==> config.mk <==
export PLATFORM = sky130hd
export DESIGN_NAME = mips_id_ex_stage
export DESIGN_NICKNAME = d
export VERILOG_FILES = /design/src/rtl/mips_pkg.sv /design/src/rtl/mips_load_use_detector.sv /design/src/rtl/mips_id_ex_stage.sv
export SDC_FILE = /design/constraint.sdc
export NUM_CORES = 1
export LEC_CHECK = 0
export CAP_MARGIN = 40
export CORE_AREA = 2 2 132 134
export CTS_CLUSTER_DIAMETER = 150
export DETAILED_ROUTE_END_ITERATION = 16
export DIE_AREA = 0 0 134 136
export PLACE_DENSITY = 0.65
export SYNTH_ARGS = -nofsm -noshare
export SYNTH_HDL_FRONTEND = slang
export SYNTH_SLANG_ARGS = --single-unit
==> constraint.sdc <==
create_clock -name clk -period 7.11 [get_ports clk]
set_input_delay 1.422 -clock clk [delete_from_list [all_inputs] [get_ports clk]]
set_output_delay 1.422 -clock clk [all_outputs]
set_load 0.005 [all_outputs]
==> src/rtl/mips_pkg.sv <==
// mips_pkg
// Shared definitions for the MIPS pipeline: ALUOp encodings, primary
// opcode constants, and the packed control word carried from ID into EX.
package mips_pkg;

  localparam logic [1:0] ALUOP_MEM   = 2'b00;
  localparam logic [1:0] ALUOP_BEQ   = 2'b01;
  localparam logic [1:0] ALUOP_RTYPE = 2'b10;

  localparam logic [5:0] OP_RTYPE = 6'b000000;
  localparam logic [5:0] OP_LW    = 6'b100011;
  localparam logic [5:0] OP_SW    = 6'b101011;
  localparam logic [5:0] OP_BEQ   = 6'b000100;

  // 9-bit control word produced by the ID-stage control unit
  typedef struct packed {
    logic       mem_read;
    logic       mem_write;
    logic       mem_to_reg;
    logic       reg_write;
    logic       reg_dst;
    logic       alu_src;
    logic       branch;
    logic [1:0] alu_op;
  } ctrl_word_t;

  // All-zero word: no memory access, no register write, no branch
  localparam ctrl_word_t CTRL_NOP = '0;

endpackage

==> src/rtl/mips_load_use_detector.sv <==
// mips_load_use_detector
// Purely combinational load-use hazard detection between a load sitting in
// EX and the instruction in ID.
// Ports:
//   mem_read_ex_i  load in EX
//   rt_ex_i        destination register of the EX load
//   rs_id_i/rt_id_i source registers of the ID instruction
//   flush_id_i     ID instruction is being squashed (no stall needed)
//   hazard_o       1 = insert a bubble and freeze PC / IF-ID
module mips_load_use_detector #(
  parameter int REG_AW = 5
) (
  input  logic              mem_read_ex_i,
  input  logic [REG_AW-1:0] rt_ex_i,
  input  logic [REG_AW-1:0] rs_id_i,
  input  logic [REG_AW-1:0] rt_id_i,
  input  logic              flush_id_i,
  output logic              hazard_o
);

  // $0 is never a real dependency because writes to it are discarded
  assign hazard_o = mem_read_ex_i & (rt_ex_i != '0) &
                    ((rt_ex_i == rs_id_i) | (rt_ex_i == rt_id_i)) &
                    ~flush_id_i;

endmodule

==> src/rtl/mips_id_ex_stage.sv <==
// mips_id_ex_stage
// ID/EX pipeline register of the 5-stage MIPS core. Registers the decoded
// control word, operands, immediate, register specifiers and PC+4 for EX.
// A branch flush or a load-use bubble zeroes the control word.
// Optional feature macro: MIPS_LOAD_USE_STALL_EN enables load-use hazard
// detection, PC / IF-ID freeze and the saturating stall counter. Without it
// PCWriteEn = IFIDWriteEn = 1 and StallCount = 0.
// Ports:
//   clk, reset                 clock, async active-high reset
//   *ID                        control word and data from ID
//   FlushID                    squash the ID instruction
//   *EX                        registered copies for EX
//   PCWriteEn, IFIDWriteEn     0 = hold PC / IF-ID this cycle
//   StallCount                 saturating count of load-use bubbles
module mips_id_ex_stage
  import mips_pkg::*;
#(
  parameter int DATA_W      = 32,
  parameter int REG_AW      = 5,
  parameter int STALL_CNT_W = 16
) (
  input  logic                   clk,
  input  logic                   reset,
  input  logic                   MemReadID,
  input  logic                   MemwriteID,
  input  logic                   MemtoregID,
  input  logic                   RegWriteID,
  input  logic                   RegDstID,
  input  logic                   ALUsrcID,
  input  logic                   BranchID,
  input  logic [1:0]             ALUOPID,
  input  logic [DATA_W-1:0]      ReadData1ID,
  input  logic [DATA_W-1:0]      ReadData2ID,
  input  logic [DATA_W-1:0]      SignExtID,
  input  logic [DATA_W-1:0]      PCPlus4ID,
  input  logic [REG_AW-1:0]      RsID,
  input  logic [REG_AW-1:0]      RtID,
  input  logic [REG_AW-1:0]      RdID,
  input  logic [5:0]             FunctID,
  input  logic                   FlushID,
  output logic                   MemReadEX,
  output logic                   MemwriteEX,
  output logic                   MemtoregEX,
  output logic                   RegWriteEX,
  output logic                   RegDstEX,
  output logic                   ALUsrcEX,
  output logic                   BranchEX,
  output logic [1:0]             ALUOPEX,
  output logic [DATA_W-1:0]      ReadData1EX,
  output logic [DATA_W-1:0]      ReadData2EX,
  output logic [DATA_W-1:0]      SignExtEX,
  output logic [DATA_W-1:0]      PCPlus4EX,
  output logic [REG_AW-1:0]      RsEX,
  output logic [REG_AW-1:0]      RtEX,
  output logic [REG_AW-1:0]      RdEX,
  output logic [5:0]             FunctEX,
  output logic                   PCWriteEn,
  output logic                   IFIDWriteEn,
  output logic [STALL_CNT_W-1:0] StallCount
);

  ctrl_word_t        ctrl_id;
  ctrl_word_t        ctrl_d, ctrl_q;
  logic [DATA_W-1:0] rd1_q, rd2_q, sext_q, pc4_q;
  logic [REG_AW-1:0] rs_q, rt_q, rd_q;
  logic [5:0]        funct_q;
  logic              hazard;

  always_comb begin
    ctrl_id            = CTRL_NOP;
    ctrl_id.mem_read   = MemReadID;
    ctrl_id.mem_write  = MemwriteID;
    ctrl_id.mem_to_reg = MemtoregID;
    ctrl_id.reg_write  = RegWriteID;
    ctrl_id.reg_dst    = RegDstID;
    ctrl_id.alu_src    = ALUsrcID;
    ctrl_id.branch     = BranchID;
    ctrl_id.alu_op     = ALUOPID;
  end

`ifdef MIPS_LOAD_USE_STALL_EN
  logic [STALL_CNT_W-1:0] stall_cnt_d, stall_cnt_q;

  mips_load_use_detector #(
    .REG_AW (REG_AW)
  ) u_load_use_detector (
    .mem_read_ex_i (ctrl_q.mem_read),
    .rt_ex_i       (rt_q),
    .rs_id_i       (RsID),
    .rt_id_i       (RtID),
    .flush_id_i    (FlushID),
    .hazard_o      (hazard)
  );

  // Saturate at all-ones; a wrap would make a long stall look short
  always_comb begin
    stall_cnt_d = stall_cnt_q;
    if (hazard && (stall_cnt_q != '1)) begin
      stall_cnt_d = stall_cnt_q + STALL_CNT_W'(1);
    end
  end

  always_ff @(posedge clk or posedge reset) begin
    if (reset) begin
      stall_cnt_q <= '0;
    end else begin
      stall_cnt_q <= stall_cnt_d;
    end
  end

  assign StallCount = stall_cnt_q;
`else
  assign hazard     = 1'b0;
  assign StallCount = '0;
`endif

  // Flush already masks the hazard, so either one alone yields a NOP word
  always_comb begin
    ctrl_d = ctrl_id;
    if (FlushID || hazard) begin
      ctrl_d = CTRL_NOP;
    end
  end

  always_ff @(posedge clk or posedge reset) begin
    if (reset) begin
      ctrl_q  <= CTRL_NOP;
      rd1_q   <= '0;
      rd2_q   <= '0;
      sext_q  <= '0;
      pc4_q   <= '0;
      rs_q    <= '0;
      rt_q    <= '0;
      rd_q    <= '0;
      funct_q <= '0;
    end else begin
      ctrl_q  <= ctrl_d;
      rd1_q   <= ReadData1ID;
      rd2_q   <= ReadData2ID;
      sext_q  <= SignExtID;
      pc4_q   <= PCPlus4ID;
      rs_q    <= RsID;
      rt_q    <= RtID;
      rd_q    <= RdID;
      funct_q <= FunctID;
    end
  end

  assign PCWriteEn   = ~hazard;
  assign IFIDWriteEn = ~hazard;

  assign MemReadEX   = ctrl_q.mem_read;
  assign MemwriteEX  = ctrl_q.mem_write;
  assign MemtoregEX  = ctrl_q.mem_to_reg;
  assign RegWriteEX  = ctrl_q.reg_write;
  assign RegDstEX    = ctrl_q.reg_dst;
  assign ALUsrcEX    = ctrl_q.alu_src;
  assign BranchEX    = ctrl_q.branch;
  assign ALUOPEX     = ctrl_q.alu_op;
  assign ReadData1EX = rd1_q;
  assign ReadData2EX = rd2_q;
  assign SignExtEX   = sext_q;
  assign PCPlus4EX   = pc4_q;
  assign RsEX        = rs_q;
  assign RtEX        = rt_q;
  assign RdEX        = rd_q;
  assign FunctEX     = funct_q;

endmodule

==> results by group <==
Layout
  – Final instance area: between 8000 and 9000 µm²
  – Antenna diode count: 0
  – Layout cell share with drive strength beyond 1: 0.0613
  – Count of nets after finishing: between 600 and 700
  – Layout Cells excl Fill: roughly 760
  – Area growth syn-to-layout: 96.7%

Hold path
  – Hold path start: RtID[3]
  – Worst hold path type: input port to flop

Pwr
  – Leak: ~0.0035 µW
  – Maximum VDD drop: ~0.14 mV
  – P per Cell Area: about 250 nW/µm²
  – Total power: 2080 µW

Timing
  – Fin. Hold Viols: 0
  – Final TNS setup: 0 ns
  – Slew @ Worst Pin: 0.647 ns
  – Tcrit/Tclk final: 0.385
  – Rel. slew slack: 0.569
  – Final setup fails: 0
  – Slew Limit Fails: 0
  – RSZ-0062 raised after global routing: no
  – Min Hold Slack: approximately 1.4 ns
  – Achievable Freq: ~370 MHz
  – Final min period: between 2 and 3 ns

Place
  – Port Buf Inserts: between 300 and 400
  – Placed Cells: approximately 730
  – DP HPWL: 10100 µm
  – GP Congestion: 0.796
  – Area after DPL: 7580 µm²

Clocking
  – CTS root buf: clkbuf_16
  – Maximum clock path buffer count: 2
  – Post-CTS Setup Bufs: 0
  – TritonCTS clock tree: done
  – Clock slew seen by the registers of the worst setup and hold paths: about 0.070 ns
  – Hold-fix buffers at CTS: 0
  – Clk sink count: 158
  – H-tree depth: 4
  – Number of gates resized after cts: 0
  – Number of CTS-inserted buffers: 17

Synthesis
  – Synth top area cells: dfrtp_1 (95%), buf_4 (3.3%), nor2b_1 (1.4%)
  – Cell variety after synth: 5
  – Synth area leader: dfrtp_1
  – Synth top area share: 0.951
  – FF+latch count, synth: ~160
  – Post-synthesis cell count: between 150 and 200
  – Post-Syn Area per Cell: between 20 and 25 µm²
  – Register area share after synthesis: 0.951
  – Area of the mapped netlist: just over 4000 µm²
  – Synth warn: 0

Critical path
  – Setup CP Type: input port to async pin
  – Worst Path Arrival: 3.33 ns
  – Critical path required time: 7.70 ns
  – Crit path from: reset
  – Cell type group with the largest total delay on the critical path: buffers and inverters
  – Highest net fanout along the worst path: 75
  – CP cell instances: clkdlybuf4s50_1 -> inv_6 -> buf_4 -> buf_12
  – Critical path capture point type: async pin
  – CP max stage delay: approximately 0.55 ns
  – Kind of start point of the critical path: input port
  – CP max-delay cell: buf_4
  – Crit path buf inv count: 4

Global routing
  – Remaining global-route overflow: 0
  – Vias in the first global route: ~3000
  – Largest net degree at the start of global routing: between 70 and 80
  – First-pass GRT wire length: approximately 18000 µm
  – Gr usage total: 0.138
  – Initial antenna violation count: 0

Routing
  – Routed WL: 12400 µm
  – Vias per inst: around 3.6
  – Drt pass-1 iters: 4
  – Initial DRC count: 41
  – Wire per inst: between 15 and 20 µm
  – Final antenna-violating net count: 0
  – DR vias: between 2000 and 3000
  – # DRC: 0

Die
  – Die Span Y: 136 µm
  – Die area: roughly 18000 µm²
  – Initial Utilization: 0.246
  – DIE WIDTH: approximately 130 µm
  – Row count: between 40 and 50
  – Core Region: approximately 17000 µm²
  – Num ports: roughly 340

Job
  – MaxCap Viol Count: 0

Run status
  – Status: completed
[state kept, by name (all words and copies together) (netlist names)]
| signal | flops |
|---|---|
| BranchEX | 1 |
| MemReadEX | 1 |
| MemwriteEX | 1 |
| RsEX | 5 |
| RegDstEX | 1 |
| RdEX | 5 |
| PCPlus4EX | 32 |
| ALUsrcEX | 1 |
| ReadData2EX | 32 |
| ALUOPEX | 2 |
| MemtoregEX | 1 |
| FunctEX | 6 |
| RtEX | 5 |
| ReadData1EX | 32 |
| RegWriteEX | 1 |
| SignExtEX | 32 |
[cell usage in the layout (no fill, tap or decap), drive strengths merged]
cell / netlist / final
bufinv: 0 / 2
dfrtp: 158 / 158
inv: 1 / 6
conb: 2 / 18
nor2b: 9 / 9
clkdlybuf4s50: 0 / 318
clkinv: 0 / 4
buf: 18 / 2
clkinvlp: 0 / 1
clkbuf: 0 / 20
[cell usage after synthesis]
library cell  number
buf_4             18
conb_1             2
dfrtp_1          158
inv_1              1
nor2b_1            9
[kinds of logic after synthesis]
kind of cell           synth area share
buffers and inverters            0.0334
DFF                               0.951
other                           0.00181
and+or+nand+nor                  0.0135
[cell type report]
class	count	area [µm²]
fillers	1430	8700
multi-input cells	27	124
flip-flops and latches	158	3950
repair buffers	320	3210
inverters	1	8.76
clock buffers	20	447
clock inverters	12	150
well taps	225	282
[power breakdown]
part | switching (µW) | internal, µW | leakage, µW
logic | 61.1 | 154 | 0.00134
registers | 13.1 | 944 | 0.00185
clock network | 367 | 537 | 0.000291
total | 441 | 1640 | 0.00348
[per-layer routing]
layer,GRT usage,up-vias,wire length (µm)
li1,-,1215,-
met1,0.144,1328,4250
met2,0.238,176,6660
met3,0.0574,21,1160
met4,0.0680,0,342
met5,0,-,0
[path summary, 6_finish.rpt]
check,to,slack (ns),depth (start not counted)
setup / recovery,ReadData1EX[21],4.37,4
hold / removal,RtEX[3],1.44,1
max in group clk,SignExtEX[25],4.41,1
min in group asynchronous,RsEX[0],1.48,2
[stage by stage]
step | utilization | setup WS, ns
final | 0.484 | 4.37
after CTS | 0.484 | 4.30
after global routing | 0.484 | 4.13
after detailed placement | 0.449 | 3.85
after global placement | 0.448 | 3.64
after floorplan | - | 1.42
No activity file was read; power rests on OpenSTA's default activity.
==> RTL edit, RTL diff (same flow settings) <==
Add a define of `MIPS_LOAD_USE_STALL_EN`.
--- a/src/rtl/mips_id_ex_stage.sv
+++ b/src/rtl/mips_id_ex_stage.sv
@@ -14,2 +14,4 @@
 //   StallCount                 saturating count of load-use bubbles
+`define MIPS_LOAD_USE_STALL_EN
+
 module mips_id_ex_stage
Function: changed (Yosys sat finds a counterexample within 4 cycles, from zero or initial values and one cycle with reset high).
==> RTL edit against the original RTL <==
  * Design area increased by 14%
  * Count of clock-buffer cells in the layout fell by 2
  * First-iteration DRC count grew 78%
  * Routed wire length increased by 25%
  * Worst setup slack got worse by 2200 ps
  * Power grew 8.8%
  * Critical path depth is 2 higher
  * Clock power increased by 4.7%
  * Final cell count rose by 12%
  * Sequential cell count rose by 16
  * Sequential power up 11%
  * Area after synthesis rose by 22%
==> RTL edit: results (changes against the original RTL) <==
[sta]
post-route-min-period_ps=4920  ; +2190 ps
timing.hold.ws_ps=516  ; -922 ps
tightest_slew_ps=574  ; -72.4 ps

[cells_and_area]
final_layout_size_suffix_gt1_share_pct=6.80  ; +0.67 points
layout.nets=782  ; +14%
n_fill_cell=1378  ; -3.6%

[placement]
io_buffers=336  ; +5.7%
gp_congestion=0.889  ; +12%
dp_slack_ps=2200  ; -1650 ps
place_hpwl_um=11900  ; +19%

[power]
leakage_nw=3.91  ; +12%
ir_drop_mv=0.150  ; +7.2%
p_int_mw=1.75  ; +6.9%

[critical_path]
r2r_setup_slack_ps=5170
cpPeakStageDelay_ps=540
slowest_stage=clkdlybuf4s50_1
critPathMaxFanout=17  ; -77%

[detailed_routing]
wl_um=15500  ; +25%
vias_per_cell=4.15  ; +16%
drtIter0Drc=73  ; +78%

[logic_synthesis]
synth_cell_types=29  ; +24
synth-compound-area-share_pct=1.19  ; +1.2 points
yosys-top-cells-count=dfrtp_1, xnor2_1, nand3_1, and2_1, nand4_1
synth_mux_area_share_pct=0.297  ; +0.30 points
synth_area_leaders=dfrtp_1, xnor2_1, nand3_1, and2_1, nand4_1
synth_seq_area_share_pct=86.1  ; -9.0 points
yosys.area_share.xor_xnor_pct=4.33  ; +4.3 points
synthAdderAreaFrac_pct=0.247  ; +0.25 points

[global_route]
grt_pass1_vias=3840  ; +27%
antenna_found_initial=0  ; unchanged
grt_max_degree=85  ; +12%
grtUsageTotal_pct=17.3  ; +3.6 points
grt_pass1_wl_um=23200  ; +29%

[hold_path]
hp-class=flop to flop

[outcome]
status=completed

## RTL edit: final cells by class
cell class	instances	area, µm²	share of cell area, %
clock buffer	18	429	4.59
timing repair buffer	339	3430	36.6
multi-input combinational	87	681	7.28
tap	225	282	3.01
clock inverter	13	173	1.85
sequential	174	4350	46.6
inverter	1	8.76	0.0936
## RTL edit: cells by family (layout without fill, tap and decap cells)
logic type	Yosys count	in the layout
flip-flops	174	174
AO/OA/AOI/OAI	4	4
XOR/XNOR	25	25
adder cells (fa/ha/maj)	1	1
buffers and inverters	4	371
AND/OR/NAND/NOR	56	56
multiplexers	1	1
## RTL edit: path summary, 6_finish.rpt
check / from / end / depth (start not counted)
max in group asynchronous: reset / PCPlus4EX[11] / 5
max reg2reg: RtEX[0] / StallCount[1] / 5
min in group asynchronous: reset / ReadData1EX[11] / 2
max: RsID[2] / PCWriteEn / 6
min reg2reg: StallCount[15] / StallCount[15] / 1
min: StallCount[15] / StallCount[15] / 1
## RTL edit: layer usage
metal / global-route usage [%] / part of all wire, % / routed length (µm) / up-vias
met2: 30.2 / 52 / 8050 / 186
met1: 19.0 / 36 / 5630 / 1752
met5: 0 / 0 / 0 / -
met4: 7.27 / 2.8 / 431 / 0
li1: - / - / - / 1588
met3: 6.60 / 8.8 / 1360 / 30
## RTL edit: worst max-delay path: cells and delay by family
| family | cells | cell delay [ps] |
|---|---|---|
| AOI/OAI and AO/OA | 1 | 500 |
| xor gates and xnor gates | 1 | 130 |
| buffers and inverters | 2 | 1050 |
| and+or+nand+nor | 2 | 400 |
## RTL edit: power by group through the flow
stage                     clock (mW)  combinational [mW]  sequential (mW)
after detailed placement           0               0.256             1.08
after floorplan                    0              0.0367             1.08
after CTS                      0.974               0.258             1.06
after global placement             0               0.250             1.08
after global routing            1.02               0.271             1.06
final                          0.945               0.253             1.06
## RTL edit: stage by stage
step	instance area [µm²]	cells
4_1_cts	9350	857
3_5_place_dp	8750	826
5_1_grt	9350	857
3_3_place_gp	8700	824
6_report	9350	857
2_1_floorplan	5060	265
